--- config.mk ---
export PLATFORM = sky130hd
export DESIGN_NAME = alu_result_stage
export DESIGN_NICKNAME = d
export VERILOG_FILES = /design/src/rtl/a09_pkg.sv /design/src/rtl/skid_buffer2.sv /design/src/rtl/alu_result_stage.sv
export SDC_FILE = /design/constraint.sdc
export NUM_CORES = 1
export LEC_CHECK = 0
export ABC_AREA = 0
export CELL_PAD_IN_SITES_DETAIL_PLACEMENT = 0
export CELL_PAD_IN_SITES_GLOBAL_PLACEMENT = 1
export CORE_MARGIN = 3
export CORE_UTILIZATION = 41
export DETAILED_ROUTE_END_ITERATION = 12
export GPL_ROUTABILITY_DRIVEN = 1
export PLACE_DENSITY = 0.83
export SETUP_SLACK_MARGIN = 0.4
export SLEW_MARGIN = 5
export SYNTH_ARGS = -nofsm -noshare
export SYNTH_HDL_FRONTEND = slang
export SYNTH_SLANG_ARGS = --single-unit
--- constraint.sdc ---
create_clock -name Clock -period 5 [get_ports Clock]
set_input_delay 1.25 -clock Clock [delete_from_list [all_inputs] [get_ports Clock]]
set_output_delay 1.25 -clock Clock [all_outputs]
set_load 0.02 [all_outputs]
--- src/rtl/a09_pkg.sv ---
// Shared definitions for the ALU result stage.
//   - Flag bit positions within a flag vector: [0]=Z, [1]=C, [2]=N, [3]=V.
//   - Default data and flag widths.
//   - Occupancy encoding of the two-entry result buffer.
package a09_pkg;

  localparam int unsigned FLAG_Z = 0;
  localparam int unsigned FLAG_C = 1;
  localparam int unsigned FLAG_N = 2;
  localparam int unsigned FLAG_V = 3;

  localparam int unsigned FLAG_WIDTH = 4;
  localparam int unsigned DATA_WIDTH = 16;

  typedef enum logic [1:0] {
    EMPTY = 2'b00,
    ONE   = 2'b01,
    TWO   = 2'b10
  } buf_state_t;

endpackage

--- src/rtl/skid_buffer2.sv ---
// Generic two-entry valid/ready buffer.
// The primary entry drives the outputs; the skid entry holds one
// overflow item so the upstream ready can be driven purely from state.
// Ports:
//   clk, rst             clock, asynchronous active-high reset
//   in_valid/in_ready    upstream handshake (in_ready depends only on state)
//   in_data              upstream payload
//   out_valid/out_ready  downstream handshake
//   out_data             oldest buffered payload
module skid_buffer2
  import a09_pkg::*;
#(
  parameter int unsigned Width = 20
) (
  input  logic             clk,
  input  logic             rst,
  input  logic             in_valid,
  output logic             in_ready,
  input  logic [Width-1:0] in_data,
  output logic             out_valid,
  input  logic             out_ready,
  output logic [Width-1:0] out_data
);

  buf_state_t       state, state_nxt;
  logic [Width-1:0] prim_q, prim_nxt;
  logic [Width-1:0] skid_q, skid_nxt;
  logic             accept, drain;

  // Both handshake outputs are decoded straight from the state flop, so
  // there is no combinational path from out_ready to in_ready.
  assign in_ready  = (state != TWO);
  assign out_valid = (state != EMPTY);
  assign out_data  = prim_q;

  assign accept = in_valid & in_ready;
  assign drain  = out_valid & out_ready;

  always_comb begin
    state_nxt = state;
    prim_nxt  = prim_q;
    skid_nxt  = skid_q;
    unique case (state)
      EMPTY: begin
        if (accept) begin
          prim_nxt  = in_data;
          state_nxt = ONE;
        end
      end
      ONE: begin
        if (accept && drain) begin
          prim_nxt = in_data;
        end else if (accept) begin
          skid_nxt  = in_data;
          state_nxt = TWO;
        end else if (drain) begin
          state_nxt = EMPTY;
        end
      end
      TWO: begin
        if (drain) begin
          prim_nxt  = skid_q;
          state_nxt = ONE;
        end
      end
      default: state_nxt = EMPTY;
    endcase
  end

  always_ff @(posedge clk or posedge rst) begin
    if (rst) begin
      state  <= EMPTY;
      prim_q <= '0;
      skid_q <= '0;
    end else begin
      state  <= state_nxt;
      prim_q <= prim_nxt;
      skid_q <= skid_nxt;
    end
  end

endmodule

--- src/rtl/alu_result_stage.sv ---
// Registered stage downstream of the ALU.
// Captures Y/OFlags through a valid/ready handshake into a two-entry
// buffer feeding writeback, and owns the architectural status-flag
// register that feeds back into the ALU's IFlags.
// Ports:
//   Clock, Reset           clock, asynchronous active-high reset
//   InValid, InReady       ALU-side handshake
//   Y, OFlags              ALU result and flags
//   FlagMask               per-bit status update enable on transfer
//   FlagsLoad, FlagsIn     direct status register write (wins over FlagMask)
//   StatusFlags            status register, to ALU IFlags
//   OutValid, OutReady     writeback-side handshake
//   Result, ResultFlags    oldest buffered result and its captured flags
module alu_result_stage
  import a09_pkg::*;
#(
  parameter int unsigned DataWidth = DATA_WIDTH,
  parameter int unsigned FlagWidth = FLAG_WIDTH
) (
  input  logic                 Clock,
  input  logic                 Reset,
  input  logic                 InValid,
  output logic                 InReady,
  input  logic [DataWidth-1:0] Y,
  input  logic [FlagWidth-1:0] OFlags,
  input  logic [FlagWidth-1:0] FlagMask,
  input  logic                 FlagsLoad,
  input  logic [FlagWidth-1:0] FlagsIn,
  output logic [FlagWidth-1:0] StatusFlags,
  output logic                 OutValid,
  input  logic                 OutReady,
  output logic [DataWidth-1:0] Result,
  output logic [FlagWidth-1:0] ResultFlags
);

  localparam int unsigned PayloadWidth = DataWidth + FlagWidth;

  logic [PayloadWidth-1:0] in_payload, out_payload;
  logic [FlagWidth-1:0]    status_q;
  logic                    accept;

  assign in_payload = {Y, OFlags};

  skid_buffer2 #(
    .Width(PayloadWidth)
  ) u_buf (
    .clk      (Clock),
    .rst      (Reset),
    .in_valid (InValid),
    .in_ready (InReady),
    .in_data  (in_payload),
    .out_valid(OutValid),
    .out_ready(OutReady),
    .out_data (out_payload)
  );

  assign Result      = out_payload[PayloadWidth-1:FlagWidth];
  assign ResultFlags = out_payload[FlagWidth-1:0];

  // Flags update at accept time, independent of writeback backpressure,
  // so the ALU's next operation sees them one cycle after transfer.
  assign accept = InValid & InReady;

  always_ff @(posedge Clock or posedge Reset) begin
    if (Reset) begin
      status_q <= '0;
    end else if (FlagsLoad) begin
      status_q <= FlagsIn;
    end else if (accept) begin
      status_q <= (status_q & ~FlagMask) | (OFlags & FlagMask);
    end
  end

  assign StatusFlags = status_q;

endmodule

# Word-level counts from Yosys, hierarchy flattened
# Index checks and enable logic that the tools add are counted.
[word_totals] regBits=46 out_inout_bits=26
[classes] n_eq_ne=8 muxes=12 n_bitwise=7 n_reduce_logical=8
[ops] operator="$mux W20" count=3
[ops] operator="$pmux W20 S3" count=1
[ops] operator="$mux W2" count=5
[ops] operator="$and A4 B4 Y4" count=2
[ops] operator="$mux W4" count=2
[ops] operator="$reduce_and A4 Y1" count=2
[ops] operator="$ne A2 B1 Y1 const B" count=3
[ops] operator="$pmux W2 S3" count=1
[ops] operator="$ne A2 B2 Y1 const B" count=2
[ops] operator="$not A4 Y4" count=1
[ops] operator="$or A4 B4 Y4" count=1
[ops] operator="$reduce_bool A2 Y1" count=2
[ops] operator="$ne A3 B1 Y1 const B" count=1
[ops] operator="$reduce_and A3 Y1" count=1
[ops] operator="$reduce_bool A3 Y1" count=1
[ops] operator="$and A1 B1 Y1" count=2
[ops] operator="$eq A2 B1 Y1 const B" count=1
[ops] operator="$eq A2 B2 Y1 const B" count=1
[ops] operator="$logic_not A2 Y1" count=1
[ops] operator="$logic_and A1 B1 Y1" count=1
[ops] operator="$not A1 Y1" count=1

# Logic depth before layout (Yosys ltp)
# Gate-level depths: netlist of the first run.
[depth] depth_word=6 ltp_mapped=8 ltp_nobuf=6

# Hierarchy
# From an unflattened synthesis of the first run, not the netlist that was laid out.
[unflattened] hier_cells=139 hier_area_um2=2137.0
[modules_own_cells] mod="skid_buffer2" n_inst=1 cells_per_inst=122 area_each_um2=1923.1 seq_area_each_um2=1051.0
[modules_own_cells] mod="alu_result_stage" n_inst=1 cells_per_inst=17 area_each_um2=214.0 seq_area_each_um2=100.1

# Least setup slack after synthesis of the first run
# OpenSTA, ideal clock, no wires.
[synth_timing] kind="register to output" from="register u_buf.state[0]" to="output port InReady" arrival_time_ns=1.122 path_slack_ns=2.628 path_stages_with_launch=6 cell_sequence="dfrtp_1 inv_1 ha_1 buf_2 buf_2 inv_1"
[synth_between] elab_chain_cells=1
[synth_lines] element="from (decl)" line_no="skid_buffer2.sv:25" text="buf_state_t state, state_nxt;"
[synth_lines] element="from (signal assigned)" line_no="skid_buffer2.sv:76" text="state <= state_nxt;"
[synth_lines] element="$ne A2 B2 Y1" line_no="skid_buffer2.sv:32" text="assign in_ready = (state != TWO);"
[synth_lines] element="to (decl)" line_no="alu_result_stage.sv:23" text="output logic InReady,"
# No other way between the ends.

# Worst setup path in the final report of the first run
[layout_timing] from="input port InValid" to="register u_buf.prim_q[16] (netlist: u_buf.out_data[16])"
[layout_between] elab_chain_cells=4
[layout_lines] element="from (decl)" line_no="alu_result_stage.sv:22" text="input logic InValid,"
[layout_lines] element="$and A1 B1 Y1 (*)" line_no="skid_buffer2.sv:36" text="assign accept = in_valid & in_ready;"
[layout_lines] element="$logic_and A1 B1 Y1" line_no="skid_buffer2.sv:51" text="if (accept && drain) begin"
[layout_lines] element="$ne A2 B1 Y1 (no line)"
[layout_lines] element="$reduce_and A4 Y1 (no line) (*)"
[layout_lines] element="to (signal assigned)" line_no="skid_buffer2.sv:77" text="prim_q <= prim_nxt;"
[layout_lines] element="to (decl)" line_no="skid_buffer2.sv:26" text="logic [Width-1:0] prim_q, prim_nxt;"
# Mark *: on every way between the ends. The rest lies on a longest branch, timed or not.
# A chain may end at the register's enable or synchronous reset.

==> impl_metrics.yaml, run 1 <==
outcome:
  outcome: "completed"
synthesis:
  syn_area_per_cell_um2: 13.8
  synth-seq-cells: 46
  syn_inst: 156
  synth_top_area_share_pct: 53.5
  netlist_top_cells_count: "mux2_2, dfrtp_1, nand2_1, inv_1"
  synthFlopType: "dfrtp_1"
  syn_area_um2: 2150
  async_flop_share_pct: 100
  synth-edff-count: 0
  ys.warnings.count: 0
  synth_top_cell_by_area: "dfrtp_1"
  syn_nets: 193
  ys_top_cells_by_area: "dfrtp_1, mux2_2, ha_1, mux2_1, mux2i_1"
  yosysMostFrequentCell: "mux2_2"
  yosysSeqAreaShare_pct: 53.5
  synth_cell_types: 23
pwr:
  total_power_mw: 1.86
  pwr-share-comb_pct: 51.3
  p_sw_uw: 630
  peakVddDrop_mv: 0.321
  pwr-share-seq_pct: 34.9
  p_leak_nw: 1.21
  p_per_area_nw_per_um2: 639
  swShare_pct: 33.9
  power.share.clock_pct: 13.8
  p_int_mw: 1.23
setup_path:
  cp_cell_sequence: "clkdlybuf4s50_1, mux2_1, nand2_1, o21ai_2, mux2_2"
  cp.arrival_ns: 3.30
  r2r_start: "u_buf.state[0]"
  startpoint_type: "primary input"
  cp.required_ns: 5.17
  r2r-end: "u_buf.skid_q[14]"
  cp_max_fo: 20
  crit_path_max_incr_delay_ns: 0.81
  slowest_stage: "o21ai_2"
  reg2reg_slack_ns: 2.60
  critPathKind: "in -> reg"
  rr_worst_depth: 6
  end_kind: "register"
sta:
  fin_crit_ns: 3.12
  hold_violations: 0
  setup-tns-final_ns: 0
  finClkSkew_ns: 0.00571
  setup_viol: 0
  tightest_slew_ns: 1.06
  slew_headroom_pct: 29.3
  fmax_mhz: 320
  report.final.slew_viol_count: 0
  grt_setup_unrepaired: "no"
  min_period_over_period_pct: 62.5
  worst_slack_ns: 1.88
  fin_hold_ws_ns: 0.488
grt:
  overflow: 0
  antenna_found_initial: 0
  first_global_vias: 1567
  grt_pass1_wl_um: 7220
  grt_max_degree: 47
  grt_usage_pct: 15.0
detailed_routing:
  wl_per_cell_um: 14.6
  drc: 0
  ant_nets: 0
  vias: 1404
  viasPerCell: 4.94
  firstDrtPassIters: 4
  drt_first_iter_violations: 59
  drt-total-wl_um: 4150
min_path:
  hold_depth: 1
  worstHoldStart: "u_buf.skid_q[18]"
  hp-class: "reg -> reg"
  min_to: "u_buf.skid_q[18]"
floorplanning:
  die_h_um: 78.4
  coreArea_um2: 4880
  start_util_pct: 44.1
  dieArea_um2: 6150
  rows: 25
  num_io_pins: 59
  fp.dieW_um: 78.4
final_layout:
  fillers: 403
  syn_to_final_growth_pct: 35.3
  utilization_pct: 59.6
  n_antenna_cell: 0
  num-nets-final: 253
  drive_above_1_share_pct: 32.7
place:
  post-dp-hpwl_um: 3070
  post-place-ws_ns: 1.54
  globalplace.congestion: 0.749
  portBuffers: 58
clocking:
  numCtsBuffers: 5
  cts_hold_buf: 0
  clock_latency_ns: 0.29
  cts_max_path_buffers: 2
  post_cts_resized: 0
  cts-root-buf: "clkbuf_8"
  postCtsSetupBuffers: 0
  clock-sinks: 46
  clk_transition_reported_paths_ns: 0.08
  tritoncts: "built"
  htree_levels: 2
flow_run:
  maxCapViolCount: 0
[routing by layer]
metal | routed length (µm) | track usage, %
met1 | 1730 | 17.7
met2 | 2140 | 25.8
met3 | 232 | 4.47
met4 | 54 | 5.42
met5 | 0 | 0
[kinds of logic after synthesis]
| group | synth area share [%] |
|---|---|
| muxes | 33.8 |
| DFF | 53.5 |
| buffers and inverters | 3.43 |
| and+or+nand+nor | 3.02 |
| AOI/OAI and AO/OA | 3.49 |
| adders and majority gates | 2.33 |
| xor gates and xnor gates | 0.407 |
[placed cells by master (no fill, tap or decap)]
master           instances
mux2_1                   4
mux2i_1                  4
o21ai_2                  1
inv_2                    1
mux2_2                  57
a211oi_1                 1
nor2b_2                  1
clkdlybuf4s50_1         58
o22ai_1                  2
nand2_1                  9
nor2_1                   1
ha_1                     4
nor4_4                   1
inv_1                    7
clkbuf_8                 8
xnor2_1                  1
o21ai_0                  4
a21oi_1                  1
buf_4                    2
o211ai_1                 1
o2bb2ai_1                1
a221oi_1                 1
nor2b_1                  1
dfrtp_1                 46
[worst max-delay path, delay by kind of cell]
kind | cells | cell delay [ns]
AOI/OAI and AO/OA | 1 | 0.81
buffers and inverters | 1 | 0.57
muxes | 2 | 0.59
and+or+nand+nor | 1 | 0.06
[sequential cells by signal (all words and copies together), names as in the netlist, named ones only]
signal and count:
u_buf.out_data 20, u_buf.skid_q 20, u_buf.state 2
[per-stage QoR]
step / cells / instance area [µm²]
after detailed placement: 276 / 2800
after global placement: 276 / 2800
after global routing: 284 / 2910
after floorplan: 156 / 2150
after CTS: 284 / 2910
final: 284 / 2910
[layout make-up]
class / instances / area (µm²) / area share [%]
tap: 67 / 83.8 / 2.88
clock buffer: 8 / 110 / 3.78
timing repair buffer: 60 / 596 / 20.5
sequential: 46 / 1150 / 39.6
multi-input combinational: 95 / 938 / 32.3
inverter: 8 / 30.0 / 1.03
[how the worst max path moves through the flow]
stage               depth (start not counted)           start  slack (ns)            endpoint
floorplan                                   5  u_buf.state[0]        2.63             InReady
global placement                            5         InValid        1.61  u_buf.out_data[13]
detailed placement                          5         InValid        1.54  u_buf.out_data[16]
CTS                                         5         InValid        1.84  u_buf.out_data[16]
global route                                5         InValid        1.76  u_buf.out_data[16]
finish                                      5         InValid        1.88  u_buf.out_data[16]
[power by group through the flow]
| stage | combinational [mW] | sequential, mW | clock (mW) |
|---|---|---|---|
| 2_1_floorplan | 0.556 | 0.745 | 0 |
| 3_3_place_gp | 0.937 | 0.648 | 0 |
| 3_5_place_dp | 0.968 | 0.659 | 0 |
| 4_1_cts | 0.970 | 0.653 | 0.264 |
| 5_1_grt | 1.03 | 0.673 | 0.284 |
| 6_report | 0.952 | 0.650 | 0.256 |
Power figures use the tool's default switching activity.
==> run 2: changes to the inputs <==
- CORE_UTILIZATION: 41 -> 38
- PLACE_DENSITY: 0.83 -> 0.78
- clock period: 5 -> 3 ns (I/O delays scaled with it)
==> run 2 against run 1 <==
Against the previous run: via count rose by 2.0%; combinational power rose by 70%; count of clock-buffer cells in the layout fell by 3; highest routed layer unchanged; clock power rose by 76%; cell area rose by 0.86%; sequential cell count did not move; first-iteration DRC count fell by 19%; sequential share of layout area fell by 0.34 points.
==> impl_metrics.yaml, run 2 (synthesis results as in run 1) <==
detailed_routing:
  drt-total-wl_um: 4450
  wl_per_cell_um: 15.3
  vias: 1432
  ant_nets: 0
  viasPerCell: 4.94
  drt_first_iter_violations: 48
  drc: 0
  firstDrtPassIters: 4
min_path:
  hp-class: "reg -> reg"
pwr:
  p_int_mw: 2.08
  p_per_area_nw_per_um2: 1080
  pwr-share-seq_pct: 34.4
  peakVddDrop_mv: 0.510
  power.share.clock_pct: 14.3
  p_leak_nw: 1.22
  total_power_mw: 3.15
  p_sw_mw: 1.08
  swShare_pct: 34.2
  pwr-share-comb_pct: 51.3
sta:
  tightest_slew_ns: 0.392
  finClkSkew_ns: 0.00597
  hold_violations: 0
  setup_viol: 0
  slew_headroom_pct: 73.8
  fmax_mhz: 404
  min_period_over_period_pct: 82.4
  fin_crit_ns: 2.47
  grt_setup_unrepaired: "no"
  report.final.slew_viol_count: 0
  setup-tns-final_ns: 0
grt:
  antenna_found_initial: 0
  grt_max_degree: 26
  grt_usage_pct: 14.7
  overflow: 0
  first_global_vias: 1565
  grt_pass1_wl_um: 7320
final_layout:
  n_antenna_cell: 0
  drive_above_1_share_pct: 33.6
  final_cell_mix: "clkdlybuf4s50_1, mux2_2, dfrtp_1"
  fillers: 442
  syn_to_final_growth_pct: 36.4
  num-nets-final: 256
  final_common_cell: "clkdlybuf4s50_1"
  final_cells: 290
floorplanning:
  rows: 26
  dieArea_um2: 6600
  die_h_um: 81.2
  num_io_pins: 59
  coreArea_um2: 5300
  start_util_pct: 40.6
  fp.dieW_um: 81.2
clocking:
  tritoncts: "built"
  postCtsSetupBuffers: 0
  post_cts_resized: 0
  cts-root-buf: "clkbuf_8"
  clock-sinks: 46
  numCtsBuffers: 5
  clock_latency_ns: 0.30
  clk_transition_reported_paths_ns: 0.08
  htree_levels: 2
  cts_max_path_buffers: 2
  cts_hold_buf: 0
setup_path:
  startpoint: "u_buf.state[0]"
  cp.required_ns: 2.25
  startpoint_type: "register"
  cp_max_fo: 6
  crit_end: "OutValid"
  end_kind: "output pin"
  critPathKind: "reg -> out"
  r2r_start: "u_buf.state[0]"
  cp.arrival_ns: 1.72
  r2r-end: "u_buf.out_data[6]"
  rr_worst_depth: 8
  reg2reg_slack_ns: 0.75
outcome:
  outcome: "completed"
place:
  portBuffers: 58
  globalplace.congestion: 0.789
  post-dp-hpwl_um: 3240
  placed_cells: 282
flow_run:
  maxCapViolCount: 0
==> run 2: cell count changes in the layout (fill, tap and decap cells not counted) <==
cell,previous run,this run
buf_4,2,5
clkinv_2,0,2
clkbuf_8,8,5
bufinv_16,0,1
==> run 2: layout make-up <==
type / instances / area, µm² / share of cell area [%]
Clock buffer: 5 / 68.8 / 2.35
Clock inverter: 3 / 40.0 / 1.36
Inverter: 8 / 30.0 / 1.02
Multi-Input combinational cell: 95 / 938 / 32.0
Sequential cell: 46 / 1150 / 39.2
Tap cell: 70 / 87.6 / 2.99
Timing Repair Buffer: 63 / 618 / 21.1
==> run 2: per-stage QoR <==
stage / util [%] / worst slack, ns / instance area [µm²] / hold slack [ns]
after CTS: 55.3 / 0.520 / 2930 / 0.497
after global routing: 55.3 / 0.447 / 2930 / 0.521
after detailed placement: 53.3 / 0.285 / 2830 / 0.478
after global placement: 53.3 / 0.355 / 2830 / 0.461
final: 55.3 / 0.527 / 2930 / 0.494
after floorplan: - / 1.13 / 2150 / 0.452
==> run 2: how the worst min path moves through the flow <==
stage | startpoint | end | depth (start not counted)
after floorplan | u_buf.skid_q[18] | u_buf.skid_q[18] | 1
after global placement | u_buf.skid_q[18] | u_buf.skid_q[18] | 1
after detailed placement | u_buf.out_data[12] | u_buf.out_data[12] | 1
after CTS | u_buf.out_data[15] | u_buf.out_data[15] | 1
after global routing | u_buf.out_data[13] | u_buf.out_data[13] | 1
final | u_buf.out_data[15] | u_buf.out_data[15] | 1
==> run 2: layer usage <==
layer | routed length, µm | global-route usage [%] | vias to the layer above
met3 | 197 | 3.88 | 6
met4 | 65 | 5.07 | 0
met5 | 0 | 0 | -
met1 | 1900 | 16.9 | 723
met2 | 2280 | 26.2 | 31
li1 | - | - | 672
==> run 2: power groups by stage <==
stage | clock network, mW | registers, mW | logic, mW
after floorplan | 0 | 1.24 | 0.927
after global placement | 0 | 1.08 | 1.59
after detailed placement | 0 | 1.10 | 1.65
after CTS | 0.462 | 1.09 | 1.65
after global routing | 0.491 | 1.12 | 1.75
final | 0.450 | 1.09 | 1.62
==> run 2: worst max-delay path: stages (launching register included) <==
cell             delay [ns]
dfrtp_1                0.39
inv_1                  0.09
ha_1                   0.28
inv_1                  0.07
clkdlybuf4s50_1        0.59
==> run 3: changes to the inputs <==
- clock period: 3 -> 2.4 ns (I/O delays scaled with it)
==> run 3 against run 2 <==
Against the previous run: power increased by 30%; register-to-register slack got worse by 0.26 ns; sequential share of layout area decreased by 1.1 points; sequential power increased by 24%; worst setup slack got worse by 0.084 ns; cell count increased by 0.69%; critical path type is now in -> reg; largest cell class unchanged; largest power group unchanged.
==> impl_metrics.yaml, run 3 (synthesis results as in run 1) <==
floorplanning:
  die_h_um: 81.2
  dieArea_um2: 6600
  fp.dieW_um: 81.2
  num_io_pins: 59
  coreArea_um2: 5300
  start_util_pct: 40.6
  rows: 26
clocking:
  cts-root-buf: "clkbuf_8"
  tritoncts: "built"
  cts_hold_buf: 0
  clock-sinks: 46
  clock_latency_ns: 0.29
  clk_transition_reported_paths_ns: 0.08
  htree_levels: 2
  numCtsBuffers: 5
  cts_max_path_buffers: 2
place:
  placed_cells: 283
  globalplace.congestion: 0.823
  portBuffers: 58
  post-dp-hpwl_um: 3260
setup_path:
  startpoint_type: "primary input"
  end_kind: "register"
  critPathKind: "in -> reg"
  cp.required_ns: 2.58
  cp.arrival_ns: 2.14
  cp_max_fo: 21
detailed_routing:
  drt_first_iter_violations: 42
  drc: 0
  drt-total-wl_um: 4620
  viasPerCell: 4.89
  wl_per_cell_um: 15.8
  firstDrtPassIters: 3
  vias: 1429
  ant_nets: 0
sta:
  hold_violations: 0
  setup-tns-final_ns: 0
  finClkSkew_ns: 0.00589
  tightest_slew_ns: 0.267
  grt_setup_unrepaired: "yes"
  slew_headroom_pct: 82.0
  report.final.slew_viol_count: 0
  setup_viol: 0
  min_period_over_period_pct: 81.5
  fmax_mhz: 511
  fin_crit_ns: 1.96
pwr:
  pwr-share-seq_pct: 33.1
  p_int_mw: 2.72
  peakVddDrop_mv: 0.639
  p_leak_nw: 1.25
  power.share.clock_pct: 13.5
  p_per_area_nw_per_um2: 1350
  p_sw_mw: 1.37
  pwr-share-comb_pct: 53.4
  swShare_pct: 33.4
final_layout:
  final_cell_mix: "mux2_2, clkdlybuf4s50_1, dfrtp_1"
  n_antenna_cell: 0
  num-nets-final: 258
  final_cells: 292
  final_common_cell: "mux2_2"
  drive_above_1_share_pct: 35.6
  syn_to_final_growth_pct: 40.5
grt:
  overflow: 0
  antenna_found_initial: 0
  grt_max_degree: 47
  first_global_vias: 1607
  grt_usage_pct: 15.1
  grt_pass1_wl_um: 7660
outcome:
  outcome: "completed"
flow_run:
  maxCapViolCount: 0
min_path:
  hp-class: "reg -> reg"
[run 3: per-layer routing]
| metal | global-route usage (%) | wire length (µm) | share of wire [%] | up-vias |
|---|---|---|---|---|
| met5 | 0 | 0 | 0 | - |
| met1 | 18.0 | 1960 | 42 | 714 |
| met2 | 26.8 | 2400 | 52 | 31 |
| li1 | - | - | - | 679 |
| met4 | 4.05 | 52 | 1.1 | 0 |
| met3 | 4.10 | 214 | 4.6 | 5 |
[run 3: through the flow]
stage | hold slack, ns | utilization [%] | setup slack [ns] | total power, mW | instance area [µm²]
CTS | 0.489 | 56.1 | 0.337 | 4.08 | 2980
global placement | 0.470 | 54.1 | 0.181 | 3.43 | 2870
global route | 0.523 | 57.0 | 0.378 | 4.38 | 3020
floorplan | 0.452 | - | 0.543 | 2.71 | 2150
detailed placement | 0.472 | 54.1 | 0.0964 | 3.51 | 2870
finish | 0.488 | 57.0 | 0.443 | 4.09 | 3020
[run 3: power by group through the flow]
stage | Clock, mW | Combinational [mW] | Sequential, mW
floorplan | 0 | 1.16 | 1.55
global placement | 0 | 2.09 | 1.35
detailed placement | 0 | 2.14 | 1.37
CTS | 0.572 | 2.14 | 1.36
global route | 0.612 | 2.36 | 1.41
finish | 0.553 | 2.18 | 1.35
[run 3: worst paths after layout]
kind                                       start                 end  slack [ns]  depth (start not counted)
worst max-delay path                    OutReady     u_buf.skid_q[1]        0.44                          6
worst min-delay path            u_buf.skid_q[18]    u_buf.skid_q[18]        0.49                          1
worst max register to register    u_buf.state[0]  u_buf.out_data[15]        0.49                          8
worst min register to register  u_buf.skid_q[18]    u_buf.skid_q[18]        0.49                          1
max in group asynchronous                  Reset    u_buf.skid_q[15]        1.53                          3
min in group asynchronous                  Reset   u_buf.out_data[4]        0.66                          3
[run 3: worst max-delay path: stages]
cell and delay (ns):
clkdlybuf4s50_1 0.46, nor2b_1 0.17, buf_4 0.15, nor4_4 0.19
buf_12 0.21, mux2_2 0.35
[run 3: what timing repair did]
action	CTS	global route
gates resized for setup	4	9
setup endpoints to repair	22	41
buffers inserted	0	0
gates cloned	0	1
[run 3: cell type report]
class | instances | area, µm²
fill | 450 | 2280
timing repair buffer | 65 | 693
clock inverter | 1 | 30.0
tap | 70 | 87.6
clock buffer | 7 | 76.3
multi-input combinational | 95 | 953
inverter | 8 | 30.0
sequential | 46 | 1150
